**config.mk**
```make
export PLATFORM = sky130hd
export DESIGN_NAME = issue_controller
export DESIGN_NICKNAME = d
export VERILOG_FILES = /design/src/rtl/issue_controller_pkg.sv /design/src/rtl/issue_controller_reg_scoreboard.sv /design/src/rtl/issue_controller.sv
export SDC_FILE = /design/constraint.sdc
export NUM_CORES = 1
export LEC_CHECK = 0
export ABC_AREA = 0
export ABC_CLOCK_PERIOD_IN_PS = 6500
export CAP_MARGIN = 5
export CORE_MARGIN = 2
export CORE_UTILIZATION = 50
export DETAILED_ROUTE_END_ITERATION = 10
export MAX_ROUTING_LAYER = met4
export PLACE_DENSITY_LB_ADDON = 0.1
export SYNTH_ARGS = -nofsm -noshare
export SYNTH_HDL_FRONTEND = slang
export SYNTH_SLANG_ARGS = --single-unit
export TNS_END_PERCENT = 10
```
**constraint.sdc**
```tcl
create_clock -name CLK -period 6.5 [get_ports CLK]
set_input_delay 1.95 -clock CLK [delete_from_list [all_inputs] [get_ports CLK]]
set_output_delay 1.95 -clock CLK [all_outputs]
set_load 0.03 [all_outputs]
```
**src/rtl/issue_controller_pkg.sv**
```systemverilog
// Shared types and constants for the issue/stall controller slice.
//   issue_state_t  : controller state (RUN, MD_BUSY)
//   MD_LAT_DEFAULT : default mul/div latency, MD_START to MD_DONE
//   REG_IDX_W      : width of an architectural register index
package issue_controller_pkg;

  typedef enum logic {
    RUN     = 1'b0,
    MD_BUSY = 1'b1
  } issue_state_t;

  localparam int MD_LAT_DEFAULT = 34;
  localparam int REG_IDX_W      = 5;

endpackage

```
**src/rtl/issue_controller_reg_scoreboard.sv**
```systemverilog
// Register scoreboard: one pending bit per architectural register.
// Ports:
//   CLK, RSTN                 clock, async active-low reset
//   set_en, set_idx           mark a register pending (wins over a clear)
//   clr0_en, clr0_idx         clear port 0 (load writeback)
//   clr1_en, clr1_idx         clear port 1 (mul/div completion)
//   rdN_idx -> rdN_bit        three registered read ports (no bypass)
//   sb                        full pending vector
// Bit 0 (x0) is never pending.
module reg_scoreboard
  import issue_controller_pkg::*;
#(
  parameter int NREG = 32
) (
  input  logic                 CLK,
  input  logic                 RSTN,
  input  logic                 set_en,
  input  logic [REG_IDX_W-1:0] set_idx,
  input  logic                 clr0_en,
  input  logic [REG_IDX_W-1:0] clr0_idx,
  input  logic                 clr1_en,
  input  logic [REG_IDX_W-1:0] clr1_idx,
  input  logic [REG_IDX_W-1:0] rd0_idx,
  input  logic [REG_IDX_W-1:0] rd1_idx,
  input  logic [REG_IDX_W-1:0] rd2_idx,
  output logic                 rd0_bit,
  output logic                 rd1_bit,
  output logic                 rd2_bit,
  output logic [NREG-1:0]      sb
);

  localparam logic [NREG-1:0] X0_MASK = {{(NREG-1){1'b1}}, 1'b0};

  logic [NREG-1:0] set_vec;
  logic [NREG-1:0] clr_vec;

  always_comb begin
    set_vec = '0;
    clr_vec = '0;
    if (set_en)  set_vec[set_idx]  = 1'b1;
    if (clr0_en) clr_vec[clr0_idx] = 1'b1;
    if (clr1_en) clr_vec[clr1_idx] = 1'b1;
  end

  // Clear first, then OR the set back in so a same-cycle set survives.
  always_ff @(posedge CLK or negedge RSTN) begin
    if (!RSTN) begin
      sb <= '0;
    end else begin
      sb <= ((sb & ~clr_vec) | set_vec) & X0_MASK;
    end
  end

  assign rd0_bit = sb[rd0_idx];
  assign rd1_bit = sb[rd1_idx];
  assign rd2_bit = sb[rd2_idx];

endmodule

```
**src/rtl/issue_controller.sv**
```systemverilog
// Issue/stall controller between decode and execute of the RV32IM core.
// Tracks long-latency destinations (loads, mul/div) in a scoreboard, stalls
// decode on RAW/WAW hazards, sequences the single shared mul/div unit and
// inserts a one-cycle bubble after a redirect.
// Ports:
//   CLK, RSTN                      clock, async active-low reset
//   ID_VALID, ID_RS1/RS2/RD        decode slot contents
//   ID_IS_MD, ID_IS_LOAD           instruction class
//   WB_VALID, WB_RD                load writeback
//   FLUSH                          redirect; kills the decode slot
//   ID_READY, ISSUE                combinational handshake
//   MD_START, MD_DONE, MD_RD       registered mul/div sequencing
//   SB_OUT                         scoreboard pending bits
//   STALL_CNT                      saturating count of stalled cycles
module issue_controller
  import issue_controller_pkg::*;
#(
  parameter int NREG   = 32,
  parameter int MD_LAT = MD_LAT_DEFAULT,
  parameter int CNT_W  = 32
) (
  input  logic                 CLK,
  input  logic                 RSTN,
  input  logic                 ID_VALID,
  input  logic [REG_IDX_W-1:0] ID_RS1,
  input  logic [REG_IDX_W-1:0] ID_RS2,
  input  logic [REG_IDX_W-1:0] ID_RD,
  input  logic                 ID_IS_MD,
  input  logic                 ID_IS_LOAD,
  input  logic                 WB_VALID,
  input  logic [REG_IDX_W-1:0] WB_RD,
  input  logic                 FLUSH,
  output logic                 ID_READY,
  output logic                 ISSUE,
  output logic                 MD_START,
  output logic                 MD_DONE,
  output logic [REG_IDX_W-1:0] MD_RD,
  output logic [NREG-1:0]      SB_OUT,
  output logic [CNT_W-1:0]     STALL_CNT
);

  localparam int LAT_W = $clog2(MD_LAT);

  function automatic logic [CNT_W-1:0] sat_inc(input logic [CNT_W-1:0] v);
    return (&v) ? v : v + 1'b1;
  endfunction

  issue_state_t         state_q, state_d;
  logic [LAT_W-1:0]     cnt_q, cnt_d;
  logic                 md_start_q, md_start_d;
  logic                 md_done_q, md_done_d;
  logic [REG_IDX_W-1:0] md_rd_q, md_rd_d;
  logic                 bub_q;
  logic [CNT_W-1:0]     stall_cnt_q;

  logic rs1_pend, rs2_pend, rd_pend;
  logic hazard, struct_hz, id_ready, issue, sb_set;

  // Hazard detection reads the registered scoreboard only.
  assign hazard    = ((ID_RS1 != '0) & rs1_pend) |
                     ((ID_RS2 != '0) & rs2_pend) |
                     ((ID_RD  != '0) & rd_pend);
  assign struct_hz = ID_IS_MD & (state_q == MD_BUSY);
  assign id_ready  = ~FLUSH & ~bub_q & ~hazard & ~struct_hz;
  assign issue     = ID_VALID & id_ready;
  assign sb_set    = issue & (ID_IS_LOAD | ID_IS_MD) & (ID_RD != '0);

  reg_scoreboard #(
    .NREG(NREG)
  ) u_sb (
    .CLK      (CLK),
    .RSTN     (RSTN),
    .set_en   (sb_set),
    .set_idx  (ID_RD),
    .clr0_en  (WB_VALID),
    .clr0_idx (WB_RD),
    .clr1_en  (md_done_q),
    .clr1_idx (md_rd_q),
    .rd0_idx  (ID_RS1),
    .rd1_idx  (ID_RS2),
    .rd2_idx  (ID_RD),
    .rd0_bit  (rs1_pend),
    .rd1_bit  (rs2_pend),
    .rd2_bit  (rd_pend),
    .sb       (SB_OUT)
  );

  // Next-state: RUN accepts a mul/div; MD_BUSY counts down and returns to
  // RUN in the same edge that raises MD_DONE, so a waiting mul/div can
  // issue during the MD_DONE cycle.
  always_comb begin
    state_d    = state_q;
    cnt_d      = cnt_q;
    md_start_d = 1'b0;
    md_done_d  = 1'b0;
    md_rd_d    = md_rd_q;
    case (state_q)
      RUN: begin
        if (issue && ID_IS_MD) begin
          state_d    = MD_BUSY;
          md_start_d = 1'b1;
          md_rd_d    = ID_RD;
          cnt_d      = LAT_W'(MD_LAT - 1);
        end
      end
      MD_BUSY: begin
        if (cnt_q == '0) begin
          state_d   = RUN;
          md_done_d = 1'b1;
        end else begin
          cnt_d = cnt_q - 1'b1;
        end
      end
    endcase
  end

  // State register boundary
  always_ff @(posedge CLK or negedge RSTN) begin
    if (!RSTN) begin
      state_q     <= RUN;
      cnt_q       <= '0;
      md_start_q  <= 1'b0;
      md_done_q   <= 1'b0;
      md_rd_q     <= '0;
      bub_q       <= 1'b0;
      stall_cnt_q <= '0;
    end else begin
      state_q    <= state_d;
      cnt_q      <= cnt_d;
      md_start_q <= md_start_d;
      md_done_q  <= md_done_d;
      md_rd_q    <= md_rd_d;
      bub_q      <= FLUSH;
      if (ID_VALID && !id_ready) begin
        stall_cnt_q <= sat_inc(stall_cnt_q);
      end
    end
  end

  assign ID_READY  = id_ready;
  assign ISSUE     = issue;
  assign MD_START  = md_start_q;
  assign MD_DONE   = md_done_q;
  assign MD_RD     = md_rd_q;
  assign STALL_CNT = stall_cnt_q;

endmodule
```
==> impl_metrics.tcl, run 1 <==
set metrics [dict create \
    status "completed" \
    whs_ns 0.491 \
    reg2reg_from "u_sb.sb[11]" \
    drt_iter0_drc 439 \
    fin_worst_skew_ns 0.00953 \
    rr_worst_depth 8 \
    clk_pin_slew_ns 0.08 \
    place_hpwl_um 9730 \
    endpoint_kind "primary output" \
    startpoint_type "input pin" \
    layout-drive-gt1-share 0.0997 \
    cp_data_required_time_ns 4.55 \
    wl_per_cell_um 19.4 \
    overflow 0 \
    drt_wl_total_um 13600 \
    syn_inst 490 \
    hp-class "reg -> reg" \
    pwr-share-clk 0.274 \
    swShare 0.351 \
    ys_seq_elements 78 \
    viasPerCell 6.27 \
    drtAntennaViolNets 0 \
    p_sw_w 0.000467 \
    criticalPathCategory "in -> out" \
    synth.most_common_cell "dfrtp_1" \
    post-route-period-util 0.977 \
    avgSynthCellArea_um2 9.63 \
    pin_count 100 \
    die_w_um 101 \
    power_frac_seq 0.458 \
    htreeDepth 3 \
    maxCapViolations 0 \
    tightest_slew_ns 1.07 \
    hold_start "STALL_CNT[30]" \
    core_area_um2 9200 \
    fmax_ghz 0.158 \
    crit_path_cell_trace "clkdlybuf4s50_1 -> buf_4 -> mux4_2 -> a22oi_1 -> a21boi_0 -> nor4_4 -> and2_1 -> buf_4" \
    synth.distinct_cells 49 \
    start_util 0.513 \
    r2r_setup_slack_ns 3.19 \
    maxSlewHeadroom 0.286 \
    ir_drop_uv 226 \
    io_buffers 98 \
    synth_edf_count 0 \
    yosys_most_used_dff "dfrtp_1" \
    yosysWarnings 0 \
    grt_start_max_net_pins 79 \
    slowest_stage "clkdlybuf4s50_1" \
    crit_path_frequent_cell "buf_4" \
    p_leak_nw 2.64 \
    internal-power_w 0.000863 \
    rows 35 \
    cts.path.max_buffers 2 \
    power_density_nw_per_um2 221 \
    fp.dieArea_um2 10200 \
    synth_top_area_frac 0.413 \
    ys_top_cells_by_area "dfrtp_1 (41%), a22oi_1 (5.7%), mux4_2 (5.7%), xor2_1 (5.6%), nand2_1 (4.5%)" \
    grt_pass1_wl_um 22100 \
    syn2layout_area_growth_pct 27.2 \
    die_h_um 101 \
    gp_congestion 0.959 \
    setup_ws_ns 0.153 \
    clock-root-buffer "clkbuf_8" \
    syn-num-nets 519 \
    drcViolationCount 0 \
    hold_end "STALL_CNT[30]" \
    grt_setup_unrepaired "false" \
    r2r_end "MD_RD[3]" \
    cts_sinks 78 \
    synth_area_um2 4720 \
    crit_arrival_ns 4.40 \
    pre_cts_ws_ns 0.0249 \
    cts_tree "done" \
    timing.final.setup_violations 0 \
    via_count 4408 \
    worstSkewPairLatency_ns 0.35 \
    path_max_fanout 13 \
    grt_pass1_vias 4211 \
    grtUsageTotal 0.286 \
    hold_depth 1 \
    final_max_slew_viol_count 0 \
    post_cts_buffers 0 \
    ys_seq_area_frac 0.413 \
    final_nets 617 \
    dr.pass1.iters 5 \
    antenna_found_initial 0 \
    finalHoldViolations 0 \
    cts-buffers-inserted 9 \
    synth_top_cell_by_area "dfrtp_1" \
    synthTopCellsByCount "dfrtp_1 (78), nand2_1 (57), nor2_1 (37)" \
    combPwrFrac 0.268 \
    async_flop_share 1.00 \
    finalCriticalPeriod_ns 6.35 \
    cpPeakStageDelay_ns 0.54 \
    antennaDiodeCount 0 \
]
-- layer usage --
layer | GRT usage | part of all wire | vias up
met5 | - | 0 | -
met4 | 0.0956 | 0.016 | 0
met3 | 0.0435 | 0.076 | 23
met2 | 0.406 | 0.45 | 224
met1 | 0.423 | 0.46 | 2152
li1 | - | - | 2009
-- worst max-delay path by stage --
stage,from,slack (ns),endpoint,cells after the start
floorplan,ID_RD[0],0.24,ISSUE,9
global placement,ID_RD[0],-0.002,ISSUE,8
detailed placement,ID_RD[0],0.02,ISSUE,8
CTS,ID_RD[0],0.13,ISSUE,8
global route,ID_RD[0],0.04,ISSUE,8
finish,ID_RD[0],0.15,ISSUE,8
-- power by group through the flow --
stage / Clock (W) / Sequential [W] / Combinational [W]
global placement: 0 / 0.000615 / 0.000350
finish: 0.000364 / 0.000609 / 0.000356
floorplan: 0 / 0.000660 / 0.000156
CTS: 0.000369 / 0.000607 / 0.000357
global route: 0.000391 / 0.000619 / 0.000387
detailed placement: 0 / 0.000615 / 0.000356
-- kinds of logic (layout without fill, tap and decap cells) --
logic type | Yosys count | in the layout | synth area share
and+or+nand+nor | 212 | 212 | 0.241
AOI/OAI and AO/OA | 94 | 94 | 0.131
DFF | 78 | 78 | 0.413
muxes | 39 | 39 | 0.118
buffers and inverters | 33 | 135 | 0.0334
xor gates and xnor gates | 31 | 31 | 0.0575
adders and majority gates | 2 | 2 | 0.00530
other | 1 | 1 | 0.000794
-- cell usage in the layout, fill, tap and decap left out, drive strengths merged, types with 2 or more instances in the layout --
cell type / count
clkdlybuf4s50: 95
dfrtp: 78
nand2: 57
nor2: 37
a22oi: 36
o21ai: 34
xor2: 30
nand4: 22
mux2i: 19
buf: 16
nand3: 14
nor3b: 14
mux4: 12
nor3: 12
nor2b: 11
and3: 10
inv: 10
clkbuf: 10
mux2: 8
and3b: 6
nand2b: 5
a21oi: 5
nand3b: 5
and4: 5
a31o: 4
or3b: 3
o31ai: 3
and2: 3
nor4: 3
a311oi: 2
o22ai: 2
or3: 2
or4: 2
ha: 2
clkinv: 2
-- flip-flops by register name, indices dropped and copies added (netlist names) --
register and cells:
u_sb.sb 31, cnt_q 6, bub_q 1, MD_START 1, state_q 1, STALL_CNT 32, MD_RD 5, MD_DONE 1
-- what timing repair did --
action / in CTS / in global routing
setup endpoints to repair: 2 / 0
hold buffers: 0 / 0
resized for setup: 0 / 0
-- layout make-up --
type,instances,area (um^2)
timing repair buffer,111,1070
sequential,78,1950
fill,755,3190
clock inverter,5,60.1
inverter,9,33.8
clock buffer,10,128
multi-input combinational,379,2620
tap,111,139
-- critical path: cells and delay by family --
family / cells / cell delay [ns]
AOI/OAI and AO/OA: 2 / 0.36
buffers and inverters: 3 / 0.97
muxes: 1 / 0.53
and+or+nand+nor: 2 / 0.59
-- through the flow --
step           area (um^2)   util  instances  total power [W]  TNS [ns]
2_1_floorplan         4720      -        490         0.000816         0
6_report              6000  0.653        703          0.00133         0
5_1_grt               6000  0.653        703          0.00140         0
3_5_place_dp          5820  0.632        688         0.000971         0
3_3_place_gp          5820  0.632        688         0.000965  -0.00156
4_1_cts               6000  0.653        703          0.00133         0
No activity file was read; power rests on OpenSTA's default activity.
==> run 2, diff against run 1 <==
- MAX_ROUTING_LAYER: met4 -> not set
==> run 2 against run 1 <==
Fmax down 0.63%. Die area unchanged. Via count is 1.5% higher. Cell area decreased by 0.13%. Critical path depth fell by 1. Wire length rose by 3.2%. Sequential power is essentially flat. Cell count shrank 0.28%. Sequential share of layout area about the same. Clock power is 2% lower. Largest power group unchanged. Highest routed layer unchanged.
==> impl_metrics.tcl, run 2 (synthesis gave the netlist of run 1 again) <==
set metrics [dict create \
    status "completed" \
    largest_reg_flops 32 \
    fillers 779 \
    cts-buffers-inserted 9 \
    drcViolationCount 0 \
    start_util 0.513 \
    final_common_cell "clkdlybuf4s50_1" \
    gp_congestion 1.01 \
    wl_per_cell_um 20.1 \
    finalCriticalPeriod_ns 6.39 \
    grt_setup_unrepaired "false" \
    stdcell_area_um2 6000 \
    dr.pass1.iters 5 \
    drt_iter0_drc 473 \
    final_nets 615 \
    layout_common_cells "clkdlybuf4s50_1 (94), dfrtp_1 (78), nand2_1 (57)" \
    cts_sinks 78 \
    grt_start_max_net_pins 79 \
    placed_area_um2 5800 \
    via_count 4472 \
    tightest_slew_ns 1.10 \
    final_max_slew_viol_count 0 \
    drt_wl_total_um 14100 \
    rr_worst_depth 8 \
    core_area_um2 9200 \
    fp.dieArea_um2 10200 \
    overflow 0 \
    whs_ns 0.491 \
    hold_start "STALL_CNT[17]" \
    p_leak_nw 2.64 \
    worstSkewPairLatency_ns 0.35 \
    setup_tns_ns 0 \
    finalHoldViolations 0 \
    instances_no_fill 701 \
    cp_data_required_time_ns 4.55 \
    clk_pin_slew_ns 0.08 \
    startpoint_type "input pin" \
    dp.cells 686 \
    viasPerCell 6.38 \
    cts.path.max_buffers 2 \
    io_buffers 98 \
    fin_worst_skew_ns 0.0135 \
    fmax_ghz 0.157 \
    cts_tree "done" \
    grt_pass1_vias 4450 \
    htreeDepth 3 \
    rows 35 \
    r2r_end "MD_RD[3]" \
    die_w_um 101 \
    post_cts_buffers 0 \
    pin_count 100 \
    r2r_setup_slack_ns 2.98 \
    antennaDiodeCount 0 \
    maxCapViolations 0 \
    path_max_fanout 9 \
    reg2reg_from "u_sb.sb[11]" \
    ir_drop_uv 214 \
    maxSlewHeadroom 0.264 \
    die_h_um 101 \
    criticalPathCategory "in -> out" \
    grtUsageTotal 0.288 \
    drtAntennaViolNets 0 \
    place_hpwl_um 10100 \
    power_density_nw_per_um2 221 \
    hold_depth 1 \
    timing.final.setup_violations 0 \
    antenna_found_initial 0 \
    clock-root-buffer "clkbuf_8" \
    hold_end "STALL_CNT[17]" \
    crit_arrival_ns 4.44 \
    final_core_util 0.652 \
    layout-drive-gt1-share 0.100 \
    grt_pass1_wl_um 22900 \
    hp-class "reg -> reg" \
    endpoint_kind "primary output" \
    syn2layout_area_growth_pct 27.0 \
    post-route-period-util 0.983 \
]
run 2: cell types whose count changed in the layout (fill, tap and decap cells not counted):
cell,change
a2111oi_0,-1
clkdlybuf4s50_1,-1
buf_4,-2
dlymetal6s2s_1,+1
clkinvlp_4,-1
a2111oi_2,+1
clkbuf_1,-1
clkinv_2,+2
run 2: metal layers:
layer | part of all wire | vias to the layer above | GRT usage
li1 | - | 2004 | -
met1 | 0.43 | 2158 | 0.418
met2 | 0.45 | 267 | 0.434
met3 | 0.098 | 43 | 0.0545
met4 | 0.026 | 0 | 0.104
met5 | 0 | - | 0
run 2: layout make-up:
type / instances / area (um^2) / share of cell area
clock buffer: 9 / 124 / 0.0207
clock inverter: 6 / 62.6 / 0.0104
inverter: 9 / 33.8 / 0.00563
multi-input combinational: 379 / 2630 / 0.438
sequential: 78 / 1950 / 0.326
tap: 111 / 139 / 0.0232
timing repair buffer: 109 / 1060 / 0.177
run 2: stage by stage:
stage / power [W] / worst slack, ns
after floorplan: 0.000816 / 0.242
after global placement: 0.000964 / -0.0128
after detailed placement: 0.000972 / -0.0518
after CTS: 0.00133 / 0.0361
after global routing: 0.00139 / 0.0195
final: 0.00132 / 0.113
run 2: worst max-delay path, stage by stage:
cell	delay, ns
clkdlybuf4s50_1	0.75
mux4_2	0.56
o2111ai_1	0.19
nand4_1	0.17
nor4_4	0.47
buf_4	0.20
buf_4	0.15
run 2: worst max path at each step:
stage | from | end | slack, ns | depth (start not counted)
CTS | ID_RD[0] | ID_READY | 0.04 | 8
finish | ID_RS1[0] | ID_READY | 0.11 | 7
floorplan | ID_RD[0] | ISSUE | 0.24 | 9
global placement | ID_RD[0] | ID_READY | -0.01 | 8
detailed placement | ID_RD[0] | ISSUE | -0.05 | 8
global route | ID_RS1[0] | ID_READY | 0.02 | 7
run 2: where the power goes:
part | leakage (nW) | switching, W | internal [W]
Sequential | 1.06 | 0.0000780 | 0.000532
Combinational | 1.49 | 0.000206 | 0.000153
Clock | 0.0992 | 0.000180 | 0.000175
Total | 2.64 | 0.000463 | 0.000861
run 2: timing repair:
item / 4_1_cts / 5_1_grt
pin swaps: 1 / 2
resized for setup: 0 / 3
endpoints found under the setup margin: 2 / 2
gates cloned: 0 / 0
hold buffers: 0 / 0
==> run 3, diff against run 2 <==
- SKIP_LAST_GASP: not set -> 1
- SLEW_MARGIN: not set -> 10
==> results of run 3 <==
Final layout, timing and power as in run 2 (identical DEF).
